File: src/rtl/tiw_pkg.sv
// Shared types for the CPU step/run controller: FSM state encoding and
// the STEP_MODE selector values.
package tiw_pkg;

  typedef enum logic [1:0] {
    ST_HALT     = 2'd0,
    ST_RUN      = 2'd1,
    ST_STEP_CYC = 2'd2,
    ST_STEP_INS = 2'd3
  } state_t;

  localparam logic STEP_MODE_CYC = 1'b0;
  localparam logic STEP_MODE_INS = 1'b1;

  function automatic state_t step_state(input logic mode);
    return (mode == STEP_MODE_INS) ? ST_STEP_INS : ST_STEP_CYC;
  endfunction

endpackage

File: src/rtl/rise_detect.sv
// Rising-edge detector on a level request. It stays disarmed for the first
// clock after reset, so a level held high through reset release is not an edge.
module rise_detect (
  input  logic clk_i,
  input  logic rst_ni,
  input  logic level_i,
  output logic rise_o
);

  logic prev_q;
  logic armed_q;

  always_ff @(posedge clk_i or negedge rst_ni) begin
    if (!rst_ni) begin
      prev_q  <= 1'b0;
      armed_q <= 1'b0;
    end else begin
      prev_q  <= level_i;
      armed_q <= 1'b1;
    end
  end

  assign rise_o = armed_q & level_i & ~prev_q;

endmodule

File: src/rtl/cpu_step_ctrl.sv
// Run/halt/single-step controller producing a CPU clock enable from TICK,
// with an opcode-fetch breakpoint and a count of issued enables.
module cpu_step_ctrl
  import tiw_pkg::*;
#(
  parameter bit START_RUN = 1'b1,
  parameter int CNT_W     = 16
) (
  input  logic             CLK,
  input  logic             RESET_n,
  input  logic             TICK,
  input  logic             RUN_REQ,
  input  logic             HALT_REQ,
  input  logic             STEP_REQ,
  input  logic             STEP_MODE,
  input  logic             BP_EN,
  input  logic [15:0]      BP_ADDR,
  input  logic [15:0]      A,
  input  logic             SYNC,
  output logic             CPU_CE,
  output logic             HALTED,
  output logic             BP_HIT,
  output logic [CNT_W-1:0] CYCLES,
  output state_t           STATE_DBG
);

  localparam state_t RESET_STATE = START_RUN ? ST_RUN : ST_HALT;

  state_t           state_q, state_d;
  logic             bp_hit_q, bp_hit_d;
  logic             skip_q, skip_d;
  logic             halted_q;
  logic [CNT_W-1:0] cycles_q;
  logic             ce;
  logic             bp_match;
  logic             run_rise, halt_rise, step_rise;

  rise_detect u_run_rise  (.clk_i(CLK), .rst_ni(RESET_n), .level_i(RUN_REQ),  .rise_o(run_rise));
  rise_detect u_halt_rise (.clk_i(CLK), .rst_ni(RESET_n), .level_i(HALT_REQ), .rise_o(halt_rise));
  rise_detect u_step_rise (.clk_i(CLK), .rst_ni(RESET_n), .level_i(STEP_REQ), .rise_o(step_rise));

  // skip_q masks the breakpoint on the first fetch after resuming from HALT
  assign bp_match = TICK & SYNC & BP_EN & (A == BP_ADDR) & ~skip_q;

  always_comb begin
    state_d  = state_q;
    bp_hit_d = bp_hit_q;
    skip_d   = skip_q;
    ce       = 1'b0;
    if (halt_rise) begin
      state_d = ST_HALT;
    end else begin
      case (state_q)
        ST_HALT: begin
          if (run_rise) begin
            state_d  = ST_RUN;
            bp_hit_d = 1'b0;
            skip_d   = 1'b1;
          end else if (step_rise) begin
            state_d  = step_state(STEP_MODE);
            bp_hit_d = 1'b0;
            skip_d   = 1'b1;
          end
        end
        ST_RUN: begin
          if (bp_match) begin
            state_d  = ST_HALT;
            bp_hit_d = 1'b1;
          end else begin
            ce = TICK;
          end
        end
        ST_STEP_CYC: begin
          if (TICK) begin
            ce      = 1'b1;
            state_d = ST_HALT;
          end
        end
        ST_STEP_INS: begin
          // skip_q still set means no enable has been issued in this step yet
          if (TICK & SYNC & ~skip_q) begin
            state_d = ST_HALT;
            if (bp_match) bp_hit_d = 1'b1;
          end else begin
            ce = TICK;
          end
        end
        default: state_d = ST_HALT;
      endcase
    end
    if (ce) skip_d = 1'b0;
  end

  always_ff @(posedge CLK or negedge RESET_n) begin
    if (!RESET_n) begin
      state_q  <= RESET_STATE;
      bp_hit_q <= 1'b0;
      skip_q   <= 1'b0;
      halted_q <= (RESET_STATE == ST_HALT);
      cycles_q <= '0;
    end else begin
      state_q  <= state_d;
      bp_hit_q <= bp_hit_d;
      skip_q   <= skip_d;
      halted_q <= (state_d == ST_HALT);
      cycles_q <= cycles_q + CNT_W'(ce);
    end
  end

  assign CPU_CE    = ce & RESET_n;
  assign HALTED    = halted_q;
  assign BP_HIT    = bp_hit_q;
  assign CYCLES    = cycles_q;
  assign STATE_DBG = state_q;

endmodule

File: config.mk
export PLATFORM = sky130hd
export DESIGN_NAME = cpu_step_ctrl
export DESIGN_NICKNAME = d
export VERILOG_FILES = /design/src/rtl/tiw_pkg.sv /design/src/rtl/rise_detect.sv /design/src/rtl/cpu_step_ctrl.sv
export SDC_FILE = /design/constraint.sdc
export NUM_CORES = 1
export LEC_CHECK = 0
export ABC_AREA = 0
export CAP_MARGIN = 20
export CORE_ASPECT_RATIO = 1.5
export CORE_MARGIN = 1
export CORE_UTILIZATION = 50
export CTS_CLUSTER_DIAMETER = 150
export DETAILED_ROUTE_END_ITERATION = 6
export DONT_BUFFER_PORTS = 1
export PLACE_DENSITY_LB_ADDON = 0.3
export SYNTH_ARGS = -nofsm -noshare
export SYNTH_HDL_FRONTEND = slang
export SYNTH_SLANG_ARGS = --single-unit
File: constraint.sdc
create_clock -name CLK -period 2.8 [get_ports CLK]
set_clock_uncertainty 0.05 [all_clocks]
set_input_delay 0.56 -clock CLK [delete_from_list [all_inputs] [get_ports CLK]]
set_output_delay 0.56 -clock CLK [all_outputs]
set_load 0.01 [all_outputs]
# Word level (Yosys, flattened, before mapping)
# Index checks and enable logic that the tools add are counted.
# totals
in_bits,41
reg_bits,25
out_inout_bits,21
# op_classes
bitwise,17
n_reduce_logical,7
n_eq_ne,7
n_addsub,1
muxes,23
# op_table
cell,n
$add 16x1->16,1
$eq 16x16->1,1
$mux 1,14
$and 1x1->1,12
$mux 2,6
$pmux 2 s4,1
$pmux 1 s3,2
$reduce_bool 3->1,2
$not 1->1,5
$eq 2x2->1 const B,2
$logic_not 2->1,2
$ne 2x2->1 const B,2
$reduce_and 4->1,1
$ne 3x3->1 const B,1
$reduce_and 3->1,1
$eq 2x1->1 const B,1
$reduce_bool 2->1,1

# Logic depth before layout (Yosys ltp)
# Gate-level depths: netlist of run 1.
# depth
depth_word,9
mapped_depth,9

# Modules after synthesis
# Synthesis of run 1 repeated with hierarchy kept, for this count alone.
# hier_totals
hier_cells,129
area_unflattened_um2,1387.6
# modules_own_cells
module,instances,area_each_um2,cells_each
cpu_step_ctrl,1,1199.9,117
rise_detect,3,62.6,4

# Worst setup path before layout of run 1
# OpenSTA, ideal clock, no wires.
# synth_path
kind,input to register
startpoint,input port BP_ADDR[11]
endpoint,register cycles_q[12] (netlist: CYCLES[12])
t_required_ns,2.670
slack_ns,0.603
cell_stages,9
path_buffers,0
setup_time_ns,0.080
arrival_time_ns,2.067
cell_sequence,xnor2_1 nand4_1 nor4_4 a21oi_2 and2_1 ha_1 and3_1 nand4_1 xnor2_1
# synth_via
elab_chain_len,7
# synth_rtl
element,line,source
from (decl),cpu_step_ctrl.sv:17,"input logic [15:0] BP_ADDR,"
$eq 16x16->1,cpu_step_ctrl.sv:43,assign bp_match = TICK & SYNC & BP_EN & (A == BP_ADDR) & ~skip_q;
$and 1x1->1 (2 in a row),cpu_step_ctrl.sv:43,
$mux 1,cpu_step_ctrl.sv:66,if (bp_match) begin
$pmux 1 s3,cpu_step_ctrl.sv:53,case (state_q)
$mux 1,cpu_step_ctrl.sv:50,if (halt_rise) begin
$add 16x1->16,cpu_step_ctrl.sv:106,cycles_q <= cycles_q + CNT_W'(ce);
to (signal assigned),cpu_step_ctrl.sv:106,
to (decl),cpu_step_ctrl.sv:33,logic [CNT_W-1:0] cycles_q;
# Every way passes these cells.
# A chain may end at the register's enable or synchronous reset.

# Final worst setup path of run 1
# layout_path
startpoint,register skip_q
endpoint,output port CPU_CE
# layout_via
elab_chain_len,6
elab_cells_between_ends,8
cone_classes,mux (4); bitwise (4)
# layout_rtl
element,line,source
from (decl),cpu_step_ctrl.sv:31,"logic skip_q, skip_d;"
from (signal assigned),cpu_step_ctrl.sv:104,skip_q <= skip_d;
$not 1->1 (*),"cpu_step_ctrl.sv:43, cpu_step_ctrl.sv:81",
"$and 1x1->1, on equally long branches","cpu_step_ctrl.sv:81, cpu_step_ctrl.sv:43",
"$mux 1, on equally long branches","cpu_step_ctrl.sv:81, cpu_step_ctrl.sv:66",
$pmux 1 s3 (*),cpu_step_ctrl.sv:53,
$mux 1 (*),cpu_step_ctrl.sv:50,
$and 1x1->1 (*),cpu_step_ctrl.sv:110,assign CPU_CE = ce & RESET_n;
to (decl),cpu_step_ctrl.sv:20,"output logic CPU_CE,"
# Mark *: on every way between the ends. The rest lies on a longest branch, timed or not.

==> results of run 1 <==
## power groups by stage
stage	logic, mW	registers [mW]	clock network [mW]
2_1_floorplan	0.100	0.500	0
3_3_place_gp	0.115	0.519	0
3_5_place_dp	0.120	0.523	0
4_1_cts	0.129	0.515	0.160
5_1_grt	0.152	0.523	0.179
6_report	0.132	0.513	0.157
## cell families (layout without fill, tap and decap cells)
group           Yosys count  in the layout
compound gates           14             14
fa+ha+maj                 2              2
flops                    25             25
xor+xnor                 30             30
other cells               1              1
simple gates             46             46
buf+inv                   4             11
## registers in the layout, indices dropped and copies added (netlist names)
signal and flops:
u_step_rise.prev_q 1, u_step_rise.armed_q 1, skip_q 1, u_run_rise.prev_q 1, CYCLES 16, STATE_DBG 2, BP_HIT 1, HALTED 1
u_halt_rise.prev_q 1
## final timing paths
path / startpoint / endpoint / slack, ns / cells past startpoint
setup / recovery: skip_q / CPU_CE / 0.47 / 5
hold / removal: RUN_REQ / u_run_rise.prev_q / 0.21 / 0
setup reg to reg: skip_q / CYCLES[12] / 0.65 / 9
hold reg to reg: CYCLES[15] / CYCLES[15] / 0.50 / 1
max in group asynchronous: RESET_n / STATE_DBG[1] / 1.82 / 2
min in group asynchronous: RESET_n / CYCLES[15] / 0.48 / 1
## layout make-up
class,instances,area (sq um),area share (%)
timing repair buffer,3,47.5,3.45
sequential,25,627,45.5
clock buffer,4,26.3,1.91
multi-input combinational,93,631,45.8
tap,24,30.0,2.18
inverter,4,15.0,1.09
## Yosys cell counts, types with 3 or more instances
library cell,n
inv_1,4
nor2_1,4
xor2_1,3
nand3_1,7
xnor2_1,27
nand2_1,13
dfrtp_1,24
o21ai_0,6
and3_1,3
a21oi_1,5
nand4_1,6
## timing repair
item | in CTS | in global routing
endpoints found under the setup margin | 0 | 0
endpoints found under the hold margin | 24 | 1
hold buffers | 1 | 1
## worst max-delay path, stage by stage (launching register included)
cell and delay [ns]:
dfrtp_1 0.42, and3b_1 0.29, nand4_1 0.15, nor4_4 0.22
a21oi_2 0.12, and2_1 0.21
## stage by stage
stage / instance area, sq um / instances
after floorplan: 1270 / 122
after global placement: 1300 / 146
after detailed placement: 1300 / 146
after CTS: 1340 / 151
after global routing: 1380 / 153
final: 1380 / 153
## per-layer routing
layer / up-vias / global-route usage, % / share of wire, %
met1: 437 / 17.0 / 34
li1: 428 / - / -
met5: - / 0 / 0
met2: 58 / 34.9 / 57
met3: 5 / 4.24 / 7.7
met4: 0 / 11.4 / 1.8
==> impl_metrics.tcl, run 1 <==
set metrics [dict create \
    diodes 0 \
    area_growth_pct 8.16 \
    endpoint_kind "primary output" \
    synth_area_sq_um 1270 \
    async_flop_share_pct 100 \
    setup_viol 0 \
    finalCritPeriodShare_pct 83.2 \
    fin_ws_ns 0.471 \
    ios 62 \
    yosys_warnings 0 \
    synth_area_leaders "dfrtp_1 (47%), xnor2_1 (19%), nand2_1 (3.8%)" \
    grt_pass1_vias 950 \
    synth_area_leader_cell "dfrtp_1" \
    synthSimpleGateAreaFrac_pct 20.6 \
    p_leak_nw 0.583 \
    grt_max_degree 25 \
    arrival_ns 1.72 \
    synth_compound_area_share_pct 6.00 \
    hold_viol_final 0 \
    die_area_sq_um 2750 \
    clock-sinks 25 \
    power.switching_mw 0.258 \
    grt_use_total_pct 18.6 \
    ctsLongestPathBuffers 2 \
    htree_levels 1 \
    cap_violations 0 \
    final_cell_mix "xnor2_1 (27), dfrtp_1 (24), nand2_1 (13), nand3_1 (7)" \
    startpoint_type "flip-flop" \
    cts_resized 0 \
    die_h_um 63.8 \
    clk_pin_slew_ns 0.13 \
    p_sw_share_pct 32.2 \
    antenna_found_initial 0 \
    utilization_pct 56.8 \
    wire_per_inst_um 15.6 \
    fillers 225 \
    p_seq_share_pct 64.0 \
    initial_utilization_pct 52.5 \
    finalNetCount 173 \
    clockPowerShare_pct 19.6 \
    finalPower_mw 0.802 \
    synthXorXnorAreaFrac_pct 20.6 \
    comb_power_share_pct 16.4 \
    worstHoldPathType "input port to flip-flop" \
    min_period_ns 2.33 \
    layout_commonest_cell "xnor2_1" \
    coreArea_sq_um 2420 \
    vias 928 \
    postRouteAntennaNets 0 \
    rows 22 \
    port_buffers 0 \
    worstSetupPathType "flip-flop to primary output" \
    vias_per_cell 6.07 \
    synth_ff_type "dfrtp_1" \
    syn_nets 165 \
    die_x_um 43.2 \
    clk_latency_ns 0.32 \
    ys_seq_area_share_pct 49.3 \
    dpl_worst_slack_ns 0.463 \
    slew_violations 0 \
    grt_pass1_wl_um 3870 \
    status "finished clean" \
    ys_types 26 \
    drcViolationCount 0 \
    drt_wl_total_um 2390 \
    p_per_area_nw_per_um2 583 \
    root_buffer "clkbuf_4" \
    internal-power_mw 0.544 \
    drt_iter0_markers 19 \
    layout-drive-gt1-share_pct 6.98 \
    cts_tree "built" \
    synth_seq_cells 25 \
    postCtsSetupRepairBufs 0 \
    yosysTopAreaCellShare_pct 47.2 \
    fmax_mhz 429 \
    synth_fa_ha_area_share_pct 1.97 \
    cts_buffers 3 \
    tns_ns 0 \
    grt.overflow.total 0 \
    syn_area_per_cell_sq_um 10.4 \
    netlist_instances 122 \
    vdd_ir_drop_max_mv 0.281 \
    rsz0062_at_grt "false" \
    cp.required_ns 2.19 \
    crit_fanout 4 \
    synth_top_family_by_area "XOR/XNOR gates" \
    synth-edff-count 0 \
    whs_ns 0.214 \
    dp_hpwl_um 1880 \
    dr.pass1.iters 4 \
    synth_mux_area_share_pct 0 \
    place.gp.congestion 0.801 \
]
Note: power is estimated with default switching activity, not from simulation.
==> inputs of run 2 (changes only) <==
- clock period: 2.8 -> 2 ns (I/O delays scaled with it)
==> run 2 against run 1 <==
Compared with the run above: the flow now finishes with violations (setup timing); final area increased by 6.0%; non-clock buffer count increased by 8; critical path depth unchanged; sequential share of layout area decreased by 2.6 points; sequential cell count unchanged; combinational power increased by 83%.
==> impl_metrics.tcl, run 2 (synthesized netlist as in run 1, its figures left out) <==
set metrics [dict create \
    grt_max_degree 26 \
    arrival_ns 1.58 \
    htree_levels 1 \
    cp.required_ns 1.55 \
    grt_pass1_vias 980 \
    p_per_area_nw_per_um2 799 \
    antenna_found_initial 0 \
    drt_iter0_markers 8 \
    final_cell_mix "xnor2_1 (27), dfrtp_1 (24), nand2_1 (13), buf_4 (9)" \
    crit_fanout 4 \
    layout-drive-gt1-share_pct 17.5 \
    diodes 0 \
    fillers 218 \
    p_leak_nw 0.623 \
    endpoint_kind "primary output" \
    initial_utilization_pct 52.5 \
    rows 22 \
    clock-sinks 25 \
    wire_per_inst_um 15.4 \
    vias 946 \
    startpoint_type "flip-flop" \
    dr.pass1.iters 4 \
    rsz0062_at_grt "true" \
    clk_pin_slew_ns 0.12 \
    die_h_um 63.8 \
    status "finished, violations left" \
    area_growth_pct 14.7 \
    tns_ns -0.0413 \
    postRouteAntennaNets 0 \
    largest_reg_flops 16 \
    stdcell_count 161 \
    dp.cells 153 \
    vdd_ir_drop_max_mv 0.546 \
    dp_hpwl_um 1970 \
    die_x_um 43.2 \
    slew_violations 0 \
    die_area_sq_um 2750 \
    grt_pass1_wl_um 4060 \
    drt_wl_total_um 2490 \
    cts_tree "built" \
    cap_violations 0 \
    hold_viol_final 0 \
    root_buffer "clkbuf_4" \
    min_period_ns 2.03 \
    worstHoldPathType "input port to flip-flop" \
    ctsLongestPathBuffers 2 \
    layout_commonest_cell "xnor2_1" \
    coreArea_sq_um 2420 \
    fin_ws_ns -0.0349 \
    fmax_mhz 491 \
    ios 62 \
    clk_latency_ns 0.30 \
    drcViolationCount 0 \
    setup_viol 2 \
    vias_per_cell 5.88 \
    port_buffers 0 \
    finalCritPeriodShare_pct 102 \
    place.gp.congestion 0.839 \
    finalNetCount 181 \
    cts_buffers 3 \
    grt.overflow.total 0 \
    worstSetupPathType "flip-flop to primary output" \
    violations "setup timing" \
    grt_use_total_pct 19.5 \
]
run 2: cell types whose count changed in the layout (fill, tap and decap cells not counted), sizes merged:
cell / previous run / this run
buf: 1 / 10
dlygate4sd3: 2 / 1
run 2: cell type report:
type                            instances  area [sq um]  share of cell area, %
Clock buffer                            4          26.3                   1.80
Inverter                                4          15.0                   1.03
Multi-Input combinational cell         93           656                   44.9
Sequential cell                        25           627                   43.0
Tap cell                               24          30.0                   2.06
Timing Repair Buffer                   11           105                   7.20
run 2: per-layer routing:
| layer | global-route usage, % | share of wire [%] |
|---|---|---|
| met1 | 20.4 | 35 |
| met2 | 34.5 | 55 |
| met3 | 4.24 | 8.2 |
| met4 | 11.0 | 1.9 |
| met5 | 0 | 0 |
run 2: worst paths after layout:
| kind | startpoint | depth (start not counted) | end | slack [ns] |
|---|---|---|---|---|
| min reg2reg | CYCLES[15] | 1 | CYCLES[15] | 0.50 |
| max in group asynchronous | RESET_n | 2 | STATE_DBG[0] | 1.06 |
| min in group asynchronous | RESET_n | 1 | CYCLES[5] | 0.36 |
| min | HALT_REQ | 0 | u_halt_rise.prev_q | 0.06 |
| max reg2reg | STATE_DBG[0] | 9 | CYCLES[12] | -0.01 |
| max | skip_q | 5 | CPU_CE | -0.03 |
run 2: per-stage QoR:
| stage | power, mW | utilization [%] | area (sq um) | hold slack [ns] | setup slack (ns) |
|---|---|---|---|---|---|
| detailed placement | 0.931 | 56.3 | 1360 | 0.0549 | -0.105 |
| global placement | 0.908 | 56.3 | 1360 | 0.0549 | 0.00755 |
| global route | 1.25 | 60.2 | 1460 | 0.0184 | -0.125 |
| finish | 1.17 | 60.2 | 1460 | 0.0582 | -0.0349 |
| CTS | 1.17 | 58.6 | 1420 | 0.0464 | -0.0397 |
| floorplan | 0.843 | - | 1280 | 0.0544 | -0.0216 |
run 2: timing repair:
item	4_1_cts	5_1_grt
pin swaps	5	6
buffers inserted	1	1
hold buffers	1	0
endpoints found under the hold margin	25	0
resized for setup	5	1
setup endpoints to repair	13	11
run 2: worst max-delay path, stage by stage (launching register included):
cell and delay (ns):
dfrtp_1 0.40, and3b_2 0.26, nand4_1 0.13, nor4_4 0.21, a21oi_2 0.12, and2_4 0.16
run 2: where the power goes:
group | internal [mW] | switching, mW
logic | 0.127 | 0.115
registers | 0.587 | 0.124
clock network | 0.0777 | 0.135
total | 0.792 | 0.375
==> inputs of run 3 (changes only) <==
- CELL_PAD_IN_SITES_DETAIL_PLACEMENT: default -> 1
- CELL_PAD_IN_SITES_GLOBAL_PLACEMENT: default -> 1
- CORE_UTILIZATION: 50 -> 40
- REMOVE_ABC_BUFFERS: default -> 1
- SLEW_MARGIN: default -> 40
==> run 3 against run 2 <==
Compared with the run above: the run still ends with setup timing left; fmax fell by 6.3%; sequential cell count did not move; global-route usage rose by 3.1 points; largest cell class unchanged.
==> impl_metrics.tcl, run 3 (synthesized netlist as in run 1, its figures left out) <==
set metrics [dict create \
    status "finished, violations left" \
    violations "setup timing" \
    postRouteAntennaNets 0 \
    grt_pass1_vias 1183 \
    fin_ws_ns -0.172 \
    endpoint_kind "primary output" \
    ios 62 \
    final_cell_mix "dfrtp_1 (24), xnor2_1 (21), buf_4 (13), nand2_1 (7)" \
    die_x_um 48.1 \
    r2r_setup_slack_ns -0.16 \
    worstSetupPathType "flip-flop to primary output" \
    layout-drive-gt1-share_pct 38.4 \
    stdcell_count 185 \
    ctsLongestPathBuffers 2 \
    die_h_um 71.1 \
    clockPowerShare_pct 22.3 \
    clk_pin_slew_ns 0.09 \
    startpoint "skip_q" \
    min_period_ns 2.17 \
    worstHoldPathType "input port to flip-flop" \
    finalNetCount 190 \
    dp.cells 171 \
    vias_per_cell 5.75 \
    root_buffer "clkbuf_8" \
    grt_use_total_pct 22.6 \
    timing.rr.start "skip_q" \
    wire_per_inst_um 21.4 \
    vias 1064 \
    arrival_ns 1.72 \
    clk_latency_ns 0.28 \
    htree_levels 1 \
    grt.overflow.total 0 \
    drt_iter0_markers 20 \
    area_growth_pct 38.5 \
    crit_fanout 3 \
    layout_commonest_cell "dfrtp_1" \
    cap_violations 0 \
    comb_power_share_pct 25.0 \
    power.switching_mw 0.505 \
    internal-power_mw 0.917 \
    vdd_ir_drop_max_mv 0.532 \
    fmax_mhz 460 \
    slew_violations 0 \
    setup_viol 11 \
    dp_hpwl_um 2510 \
    drcViolationCount 0 \
    tns_ns -1.00 \
    grt_max_degree 26 \
    p_leak_nw 0.791 \
    p_seq_share_pct 52.7 \
    r2r_cells 11 \
    fillers 309 \
    port_buffers 0 \
    initial_utilization_pct 42.8 \
    utilization_pct 59.3 \
    cts_tree "built" \
    worstReg2RegEnd "CYCLES[15]" \
    startpoint_type "flip-flop" \
    p_per_area_nw_per_um2 807 \
    rsz0062_at_grt "true" \
    coreArea_sq_um 2970 \
    endpoint "CPU_CE" \
    finalPower_mw 1.42 \
    clock-sinks 25 \
    place.gp.congestion 0.778 \
    drt_wl_total_um 3960 \
    p_sw_share_pct 35.5 \
    whs_path_depth 0 \
    largest_reg_flops 16 \
    grt_pass1_wl_um 5300 \
    die_area_sq_um 3420 \
    dr.pass1.iters 5 \
    diodes 0 \
    whs_ns 0.0903 \
    cts_buffers 3 \
    cp.required_ns 1.55 \
    hold_viol_final 0 \
    rows 24 \
    finalCritPeriodShare_pct 109 \
    antenna_found_initial 0 \
]
==> run 3: cell count changes in the layout (fill, tap and decap cells not counted), moves of 3 or more <==
cell      delta
nand2_1      -6
xnor2_1      -6
xnor2_2      +6
buf_6        +5
buf_4        +4
nand2_4      +4
nand3_1      -4
clkbuf_4     -3
clkbuf_8     +3
==> run 3: metrics by stage <==
stage	setup slack (ns)	area [sq um]
after floorplan	-0.0373	1270
after global placement	-0.0749	1400
after detailed placement	-0.195	1400
after CTS	-0.217	1620
after global routing	-0.264	1760
final	-0.172	1760
==> run 3: worst min path at each step <==
| stage | startpoint | end | slack, ns |
|---|---|---|---|
| 2_1_floorplan | RESET_n | BP_HIT | 0.05 |
| 3_3_place_gp | RESET_n | CYCLES[5] | 0.05 |
| 3_5_place_dp | RESET_n | CYCLES[15] | 0.05 |
| 4_1_cts | RUN_REQ | u_run_rise.prev_q | 0.09 |
| 5_1_grt | RUN_REQ | u_run_rise.prev_q | 0.08 |
| 6_report | HALT_REQ | u_halt_rise.prev_q | 0.09 |
==> run 3: cell type report <==
type,instances,area (sq um),area share [%]
Clock buffer,3,41.3,2.34
Clock inverter,1,7.51,0.426
Inverter,4,15.0,0.852
Multi-Input combinational cell,93,840,47.6
Sequential cell,25,627,35.6
Tap cell,39,48.8,2.77
Timing Repair Buffer,20,184,10.4
==> run 3: power groups by stage <==
stage / logic, mW / registers [mW] / clock network (mW)
finish: 0.356 / 0.749 / 0.317
detailed placement: 0.230 / 0.720 / 0
global placement: 0.213 / 0.711 / 0
CTS: 0.297 / 0.728 / 0.315
global route: 0.388 / 0.762 / 0.337
floorplan: 0.140 / 0.701 / 0
==> run 3: worst max-delay path: stages, from the launching register on <==
cell     delay [ns]
dfrtp_1        0.40
and3b_2        0.27
nand4_1        0.13
nor4_4         0.26
a21oi_4        0.11
buf_6          0.13
and2_4         0.14
==> run 3: timing repair <==
action,4_1_cts,5_1_grt
gates resized for setup,24,24
setup endpoints to repair,14,15
hold buffers,2,0
gates cloned,0,0
pin swaps,12,12
setup buffers,6,4
endpoints found under the hold margin,25,0
==> run 3: routing by layer <==
metal,share of wire (%),vias up,track usage [%]
met1,33,519,19.1
met3,5.5,14,4.08
met2,58,72,43.5
met4,3.6,0,12.7
li1,-,459,-
met5,0,-,0
